### src/rtl/uart_receiver.sv
// 8N1 UART receive stage: synchronises the serial line, samples each bit near its centre and
// presents complete words with a one-cycle valid strobe, or a one-cycle frame-error strobe.
module uart_receiver #(
  parameter int unsigned DATA_WIDTH          = 8,
  parameter int unsigned BIT_COUNTER_WIDTH   = 3,
  parameter int unsigned CLOCK_COUNTER_WIDTH = 9,
  parameter int unsigned CLOCKS_PER_BIT      = 434
) (
  input  logic                  i_clock,
  input  logic                  i_resetL,
  input  logic                  i_RX,
  output logic [DATA_WIDTH-1:0] o_value,
  output logic                  o_valid,
  output logic                  o_frame_error,
  output logic                  o_busy
);

  localparam int unsigned HalfBit = CLOCKS_PER_BIT / 2;

  localparam logic [CLOCK_COUNTER_WIDTH-1:0] StartSample =
    CLOCK_COUNTER_WIDTH'(HalfBit - 1);
  localparam logic [CLOCK_COUNTER_WIDTH-1:0] BitSample =
    CLOCK_COUNTER_WIDTH'(CLOCKS_PER_BIT - 1);
  localparam logic [BIT_COUNTER_WIDTH-1:0] LastBit = BIT_COUNTER_WIDTH'(DATA_WIDTH - 1);

  typedef enum logic [2:0] {
    StIdle,
    StStart,
    StData,
    StStop,
    StWaitHigh
  } state_e;

  state_e                         state_q, state_d;
  logic                           rx_meta_q, rx_sync_q;
  logic [CLOCK_COUNTER_WIDTH-1:0] clk_cnt_q, clk_cnt_d;
  logic [BIT_COUNTER_WIDTH-1:0]   bit_idx_q, bit_idx_d;
  logic [DATA_WIDTH-1:0]          shift_q, shift_d;
  logic [DATA_WIDTH-1:0]          value_q, value_d;
  logic                           valid_q, valid_d;
  logic                           frame_error_q, frame_error_d;

  // Synchroniser idles high so reset never looks like a start bit.
  always_ff @(posedge i_clock or negedge i_resetL) begin
    if (!i_resetL) begin
      rx_meta_q <= 1'b1;
      rx_sync_q <= 1'b1;
    end else begin
      rx_meta_q <= i_RX;
      rx_sync_q <= rx_meta_q;
    end
  end

  always_ff @(posedge i_clock or negedge i_resetL) begin
    if (!i_resetL) begin
      state_q       <= StIdle;
      clk_cnt_q     <= '0;
      bit_idx_q     <= '0;
      shift_q       <= '0;
      value_q       <= '0;
      valid_q       <= 1'b0;
      frame_error_q <= 1'b0;
    end else begin
      state_q       <= state_d;
      clk_cnt_q     <= clk_cnt_d;
      bit_idx_q     <= bit_idx_d;
      shift_q       <= shift_d;
      value_q       <= value_d;
      valid_q       <= valid_d;
      frame_error_q <= frame_error_d;
    end
  end

  always_comb begin
    state_d       = state_q;
    clk_cnt_d     = clk_cnt_q + CLOCK_COUNTER_WIDTH'(1);
    bit_idx_d     = bit_idx_q;
    shift_d       = shift_q;
    value_d       = value_q;
    valid_d       = 1'b0;
    frame_error_d = 1'b0;

    unique case (state_q)
      StIdle: begin
        if (!rx_sync_q) begin
          state_d   = StStart;
          clk_cnt_d = '0;
        end
      end
      StStart: begin
        // A line that is high again at mid start bit was only a glitch.
        if (clk_cnt_q == StartSample) begin
          clk_cnt_d = '0;
          if (!rx_sync_q) begin
            state_d   = StData;
            bit_idx_d = '0;
          end else begin
            state_d = StIdle;
          end
        end
      end
      StData: begin
        if (clk_cnt_q == BitSample) begin
          clk_cnt_d = '0;
          shift_d   = {rx_sync_q, shift_q[DATA_WIDTH-1:1]};
          if (bit_idx_q == LastBit) begin
            state_d = StStop;
          end else begin
            bit_idx_d = bit_idx_q + BIT_COUNTER_WIDTH'(1);
          end
        end
      end
      StStop: begin
        if (clk_cnt_q == BitSample) begin
          clk_cnt_d = '0;
          if (rx_sync_q) begin
            value_d = shift_q;
            valid_d = 1'b1;
            state_d = StIdle;
          end else begin
            frame_error_d = 1'b1;
            state_d       = StWaitHigh;
          end
        end
      end
      StWaitHigh: begin
        // Hold off until the line recovers so a break reports only once.
        if (rx_sync_q) begin
          state_d   = StIdle;
          clk_cnt_d = '0;
        end
      end
      default: begin
        state_d = StIdle;
      end
    endcase
  end

  assign o_value       = value_q;
  assign o_valid       = valid_q;
  assign o_frame_error = frame_error_q;
  assign o_busy        = (state_q != StIdle);

endmodule

### config.mk
export PLATFORM = sky130hd
export DESIGN_NAME = uart_receiver
export DESIGN_NICKNAME = d
export VERILOG_FILES = /design/src/rtl/uart_receiver.sv
export SDC_FILE = /design/constraint.sdc
export NUM_CORES = 1
export LEC_CHECK = 0
export CELL_PAD_IN_SITES_DETAIL_PLACEMENT = 0
export CELL_PAD_IN_SITES_GLOBAL_PLACEMENT = 1
export CORE_UTILIZATION = 40
export DETAILED_ROUTE_END_ITERATION = 10
export PLACE_DENSITY = 0.74
export SYNTH_ARGS = -nofsm -noshare
export SYNTH_HDL_FRONTEND = slang
export SYNTH_SLANG_ARGS = --single-unit
### constraint.sdc
create_clock -name i_clock -period 3.7 [get_ports i_clock]
set_clock_uncertainty 0.1 [all_clocks]
set_input_delay 0.37 -clock i_clock [delete_from_list [all_inputs] [get_ports i_clock]]
set_output_delay 0.37 -clock i_clock [all_outputs]
set_load 0.05 [all_outputs]
# Yosys cells after proc, flatten, opt, wreduce, memory -nomap -nowiden
# Index checks and enable logic that the tools add are counted.
totals:
  romBits: 0
  n_memories: 0
  mem_bits_rw: 0
  reg_bits: 35
  in_bits: 3
  latch_bits: 0
classes:
  bitwise_logic: 0
  n_eq_ne: 15
  n_addsub: 2
  shifts: 0
  div_mod_pow: 0
  magnitude_cmp: 0
  n_mux: 25
  n_reduce_logical: 8
  mul: 0
op_table:
  columns: ["cell", "n"]
  rows:
  - ["two-way mux 9 bit", 4]
  - ["one-hot mux 9 bit (4 select lines)", 1]
  - ["two-way mux 3 bit", 11]
  - ["!= test 2 bit (second input constant)", 8]
  - ["one-hot mux 3 bit (5 select lines)", 1]
  - ["adder 9 x 1 -> 9 bit (second input constant)", 1]
  - ["== test 9 x 8 -> 1 bit (second input constant)", 1]
  - ["== test 9 bit (second input constant)", 1]
  - ["== test 3 x 2 -> 1 bit (second input constant)", 2]
  - ["== test 3 bit (second input constant)", 2]
  - ["two-way mux 1 bit", 6]
  - ["one-hot mux 3 bit (2 select lines)", 1]
  - ["AND reduction 6 bit", 1]
  - ["AND reduction 5 bit", 1]
  - ["adder 3 x 1 -> 3 bit (second input constant)", 1]
  - ["== test 3 x 1 -> 1 bit (second input constant)", 1]
  - ["logical NOT 3 bit", 1]
  - ["AND reduction 3 bit", 1]
  - ["nonzero test 3 bit", 1]
  - ["two-way mux 2 bit", 1]
  - ["AND reduction 2 bit", 1]
  - ["nonzero test 2 bit", 1]
  - ["OR reduction 2 bit", 1]

# Depth between registers and ports, before layout
logic_depth:
  ltp_word: 4
  mapped_depth: 7
  ltp_nobuf: 6

# Worst setup path after synthesis
# OpenSTA, ideal clock, no wires.
synth_path:
  path_kind: "register -> register"
  from: "register clk_cnt_q[1]"
  to: "register shift_q[1]"
  path_buffers: 0
  setup_ns: 0.125
  arrival_time_ns: 1.691
  setup_slack_ns: 1.785
  t_required_ns: 3.475
  stages_incl_launch_ff: 7
  path_cell_list: "dfrtp_1 -> inv_1 -> ha_1 -> nand4b_1 -> nor4_4 -> and2_1 -> mux2_2"
synth_via:
  elab_chain_len: 2
synth_lines:
  columns: ["element", "line", "text"]
  rows:
  - ["start, declared", "36", "logic [CLOCK_COUNTER_WIDTH-1:0] clk_cnt_q, clk_cnt_d;"]
  - ["start signal, assigned", "65", "clk_cnt_q <= clk_cnt_d;"]
  - ["== test 9 bit", "103", "if (clk_cnt_q == BitSample) begin"]
  - ["AND reduction 2 bit (no source line)", null, null]
  - ["end signal, assigned", "67", "shift_q <= shift_d;"]
  - ["end, declared", "38", "logic [DATA_WIDTH-1:0] shift_q, shift_d;"]
# No other way between the ends.
# A chain may end at the register's enable or synchronous reset.

# Final worst setup path
layout_path:
  from: "register state_q[0]"
  to: "output port o_busy"
layout_via:
  elab_chain_len: 1
layout_lines:
  columns: ["element", "line", "text"]
  rows:
  - ["start, declared", "34", "state_e state_q, state_d;"]
  - ["start signal, assigned", "56", "state_q <= StIdle;"]
  - ["start signal, assigned", "64", "state_q <= state_d;"]
  - ["nonzero test 3 bit", "142", "assign o_busy = (state_q != StIdle);"]
  - ["end, declared", "15", "output logic o_busy"]
# No other way between the ends.

==> qor.txt <==
CTS Buf Count - 5
Total gr overflow - 0
N_diodes - 0
Area growth, synth to finish - 17.63%
Most frequent cells in the layout - dfrtp_1, mux2_2, clkdlybuf4s50_1
Status - complete, no violations
Critical Path AT - 1.91 ns
Worst slew pin tran - 0.7525 ns
Routed WL - 2.762 mm
Clock root cell - clkbuf_8
Synth unique cells - 33
Vias - 975
First-pass DRT Iterations - 4
CP max FO - 12
# IOs - 14
Slowest cell delay on critical path - 0.70 ns
Clock Power Share - 0.423
CTS H-tree depth - 2
Die height - 64.91 um
Largest net degree at the start of global routing - 36
Pwr/cell area - 370.0 mW/mm2
Initial Utilization - 0.4259
Total Power - 688.9 uW
Global-route wire length before repair - 4.788 mm
Number of post-CTS setup repair buffers - 0
Sequential Power Share - 0.561
Count of final setup violators - 0
Max Fclk - 420.9 MHz
Setup TNS after final layout - 0 ns
Commonest non-fill, non-tap cell in the layout - dfrtp_1
Yosys warns - 0
Worst Path Required - 3.23 ns
Cell Chain, Critical Path - or3_1, clkdlybuf4s50_1
Cells after Synth - 125
Post-CTS sizing - 0
Synth top area share - 0.5217
Synthesized flop and latch total - 35
Hold Path Class - register to register
Maxcap violations - 0
Internal power - 539.6 uW
Final Hold Viols - 0
Vias in the first global route - 1032
Final Net Count - 150
Critical path endpoint category - primary output
Period minus WS final - 2.376 ns
Max stage delay cell, worst path - clkdlybuf4s50_1
Worst-Skew Late Latency - 0.29 ns
DR WL/cell - 14.46 um
Leak - 0.0008313 uW
Slew HR - 0.4983
Die Footprint - 0.004213 mm2
Sw power - 149.4 uW
Top post-synthesis cells by area - dfrtp_1, mux2_2, ha_1
Clock transition at the registers of the reported paths - 0.07 ns
DPL Wire Length - 1.876 mm
Clock Sinks - 35
Gpl congestion - 0.8290
CTS Buffer Depth - 2
Mean Syn Cell Area - 12.66 um2
Layout cell share with drive strength beyond 1 - 0.2168
# hold bufs at CTS - 0
Detail Route Antenna Nets - 0
Critical path type - register to primary output
Largest area contributor in the netlist - dfrtp_1
Final period utilization - 0.6421
Via density - 5.105
Element type at the critical path start - register
Max-slew violations - 0
Chip Width - 64.91 um
Row cnt - 22
Seq/Total Area, Yosys - 0.5549
Sw Share - 0.2168
Total global-route track usage - 0.1571
# DRC - 0
CTS tree - built
Combinational share of power - 0.016
Initial antenna violation count - 0
Cell Area, Synth - 0.001583 mm2
Starting DRT DRC Count - 41
Mapped Nets - 133
IO Port Bufs - 13
RSZ-0062 raised after global routing - no
Core Area - 0.003716 mm2
Number of fill cells - 356
Maximum VDD drop - 0.0002411 V
-- worst paths after layout --
check	startpoint	end	slack, ns	depth (start not counted)
max	state_q[0]	o_busy	1.32	2
min	rx_meta_q	rx_sync_q	0.26	0
max reg2reg	clk_cnt_q[1]	clk_cnt_q[1]	1.56	6
min reg2reg	rx_meta_q	rx_sync_q	0.26	0
max in group asynchronous	i_resetL	rx_sync_q	2.77	2
min in group asynchronous	i_resetL	clk_cnt_q[5]	0.37	2
-- power groups by stage --
stage	sequential [uW]	combinational, uW	clock (uW)
floorplan	392	2.72	0
global placement	393	11.7	0
detailed placement	394	12.0	0
CTS	386	12.0	306
global route	386	13.2	318
finish	386	11.3	291
-- layout make-up --
| cell class | count | area [um2] | area share |
|---|---|---|---|
| multi-input combinational | 83 | 675.6 | 0.3629 |
| tap | 48 | 60.06 | 0.03226 |
| sequential | 35 | 878.3 | 0.4718 |
| clock buffer | 6 | 82.58 | 0.04435 |
| timing repair buffer | 14 | 137.6 | 0.07392 |
| inverter | 3 | 11.26 | 0.006048 |
| clock inverter | 2 | 16.27 | 0.008737 |
-- cell families (layout without fill, tap and decap cells) --
| group | after synthesis | in the layout | share of synthesized area |
|---|---|---|---|
| flops | 35 | 35 | 0.5549 |
| simple gates | 33 | 33 | 0.1375 |
| compound gates | 20 | 20 | 0.08539 |
| mux | 17 | 17 | 0.1202 |
| xor+xnor | 8 | 8 | 0.04427 |
| buf+inv | 7 | 25 | 0.01818 |
| fa+ha+maj | 5 | 5 | 0.03953 |
-- stage by stage --
| step | setup WS (ns) | utilization | instances | cell area [um2] | hold WS (ns) |
|---|---|---|---|---|---|
| floorplan | 1.785 | - | 125 | 1583 | -0.02559 |
| global placement | 1.637 | 0.4744 | 183 | 1763 | 0.2462 |
| detailed placement | 1.588 | 0.4744 | 183 | 1763 | 0.2493 |
| CTS | 1.302 | 0.5010 | 191 | 1862 | 0.2608 |
| global route | 1.252 | 0.5010 | 191 | 1862 | 0.2630 |
| finish | 1.324 | 0.5010 | 191 | 1862 | 0.2596 |
-- per-layer routing --
metal,up-vias,track usage,share of wire
met3,5,0.05458,0.039
met4,0,0.09167,0.021
met5,-,0,0
met1,478,0.2029,0.48
li1,479,-,-
met2,13,0.2253,0.46
-- cells in the mapped netlist --
cell type / n
nand2_1: 4
mux2i_1: 1
a22o_1: 1
ha_1: 5
a21boi_0: 1
inv_1: 3
o22ai_1: 1
and2_1: 1
mux2_2: 16
xor2_1: 2
or3_1: 2
nand2b_1: 4
o2bb2ai_1: 1
nand3_1: 4
dfrtp_1: 33
nand4_4: 1
a211oi_1: 1
nor4b_1: 1
xnor2_1: 6
o2111ai_1: 1
nand2_2: 2
a32o_1: 3
a21o_1: 1
nand4b_1: 1
dfstp_2: 2
nor4_4: 1
nor2_1: 4
buf_2: 2
a21oi_1: 10
clkbuf_1: 2
and4_1: 2
nor3_1: 3
nor2b_1: 3
-- registers in the layout, indices dropped and copies added (netlist names) --
signal         flops
o_frame_error      1
o_valid            1
state_q            3
shift_q            8
clk_cnt_q          9
rx_sync_q          1
rx_meta_q          1
bit_idx_q          3
o_value            8
-- worst max-delay path, delay by kind of cell, from the launching register on --
family                 cells  cell delay (ns)
and+or+nand+nor            1             0.41
buffers and inverters      1             0.70
DFF                        1             0.50
Note: power is estimated with default switching activity, not from simulation.
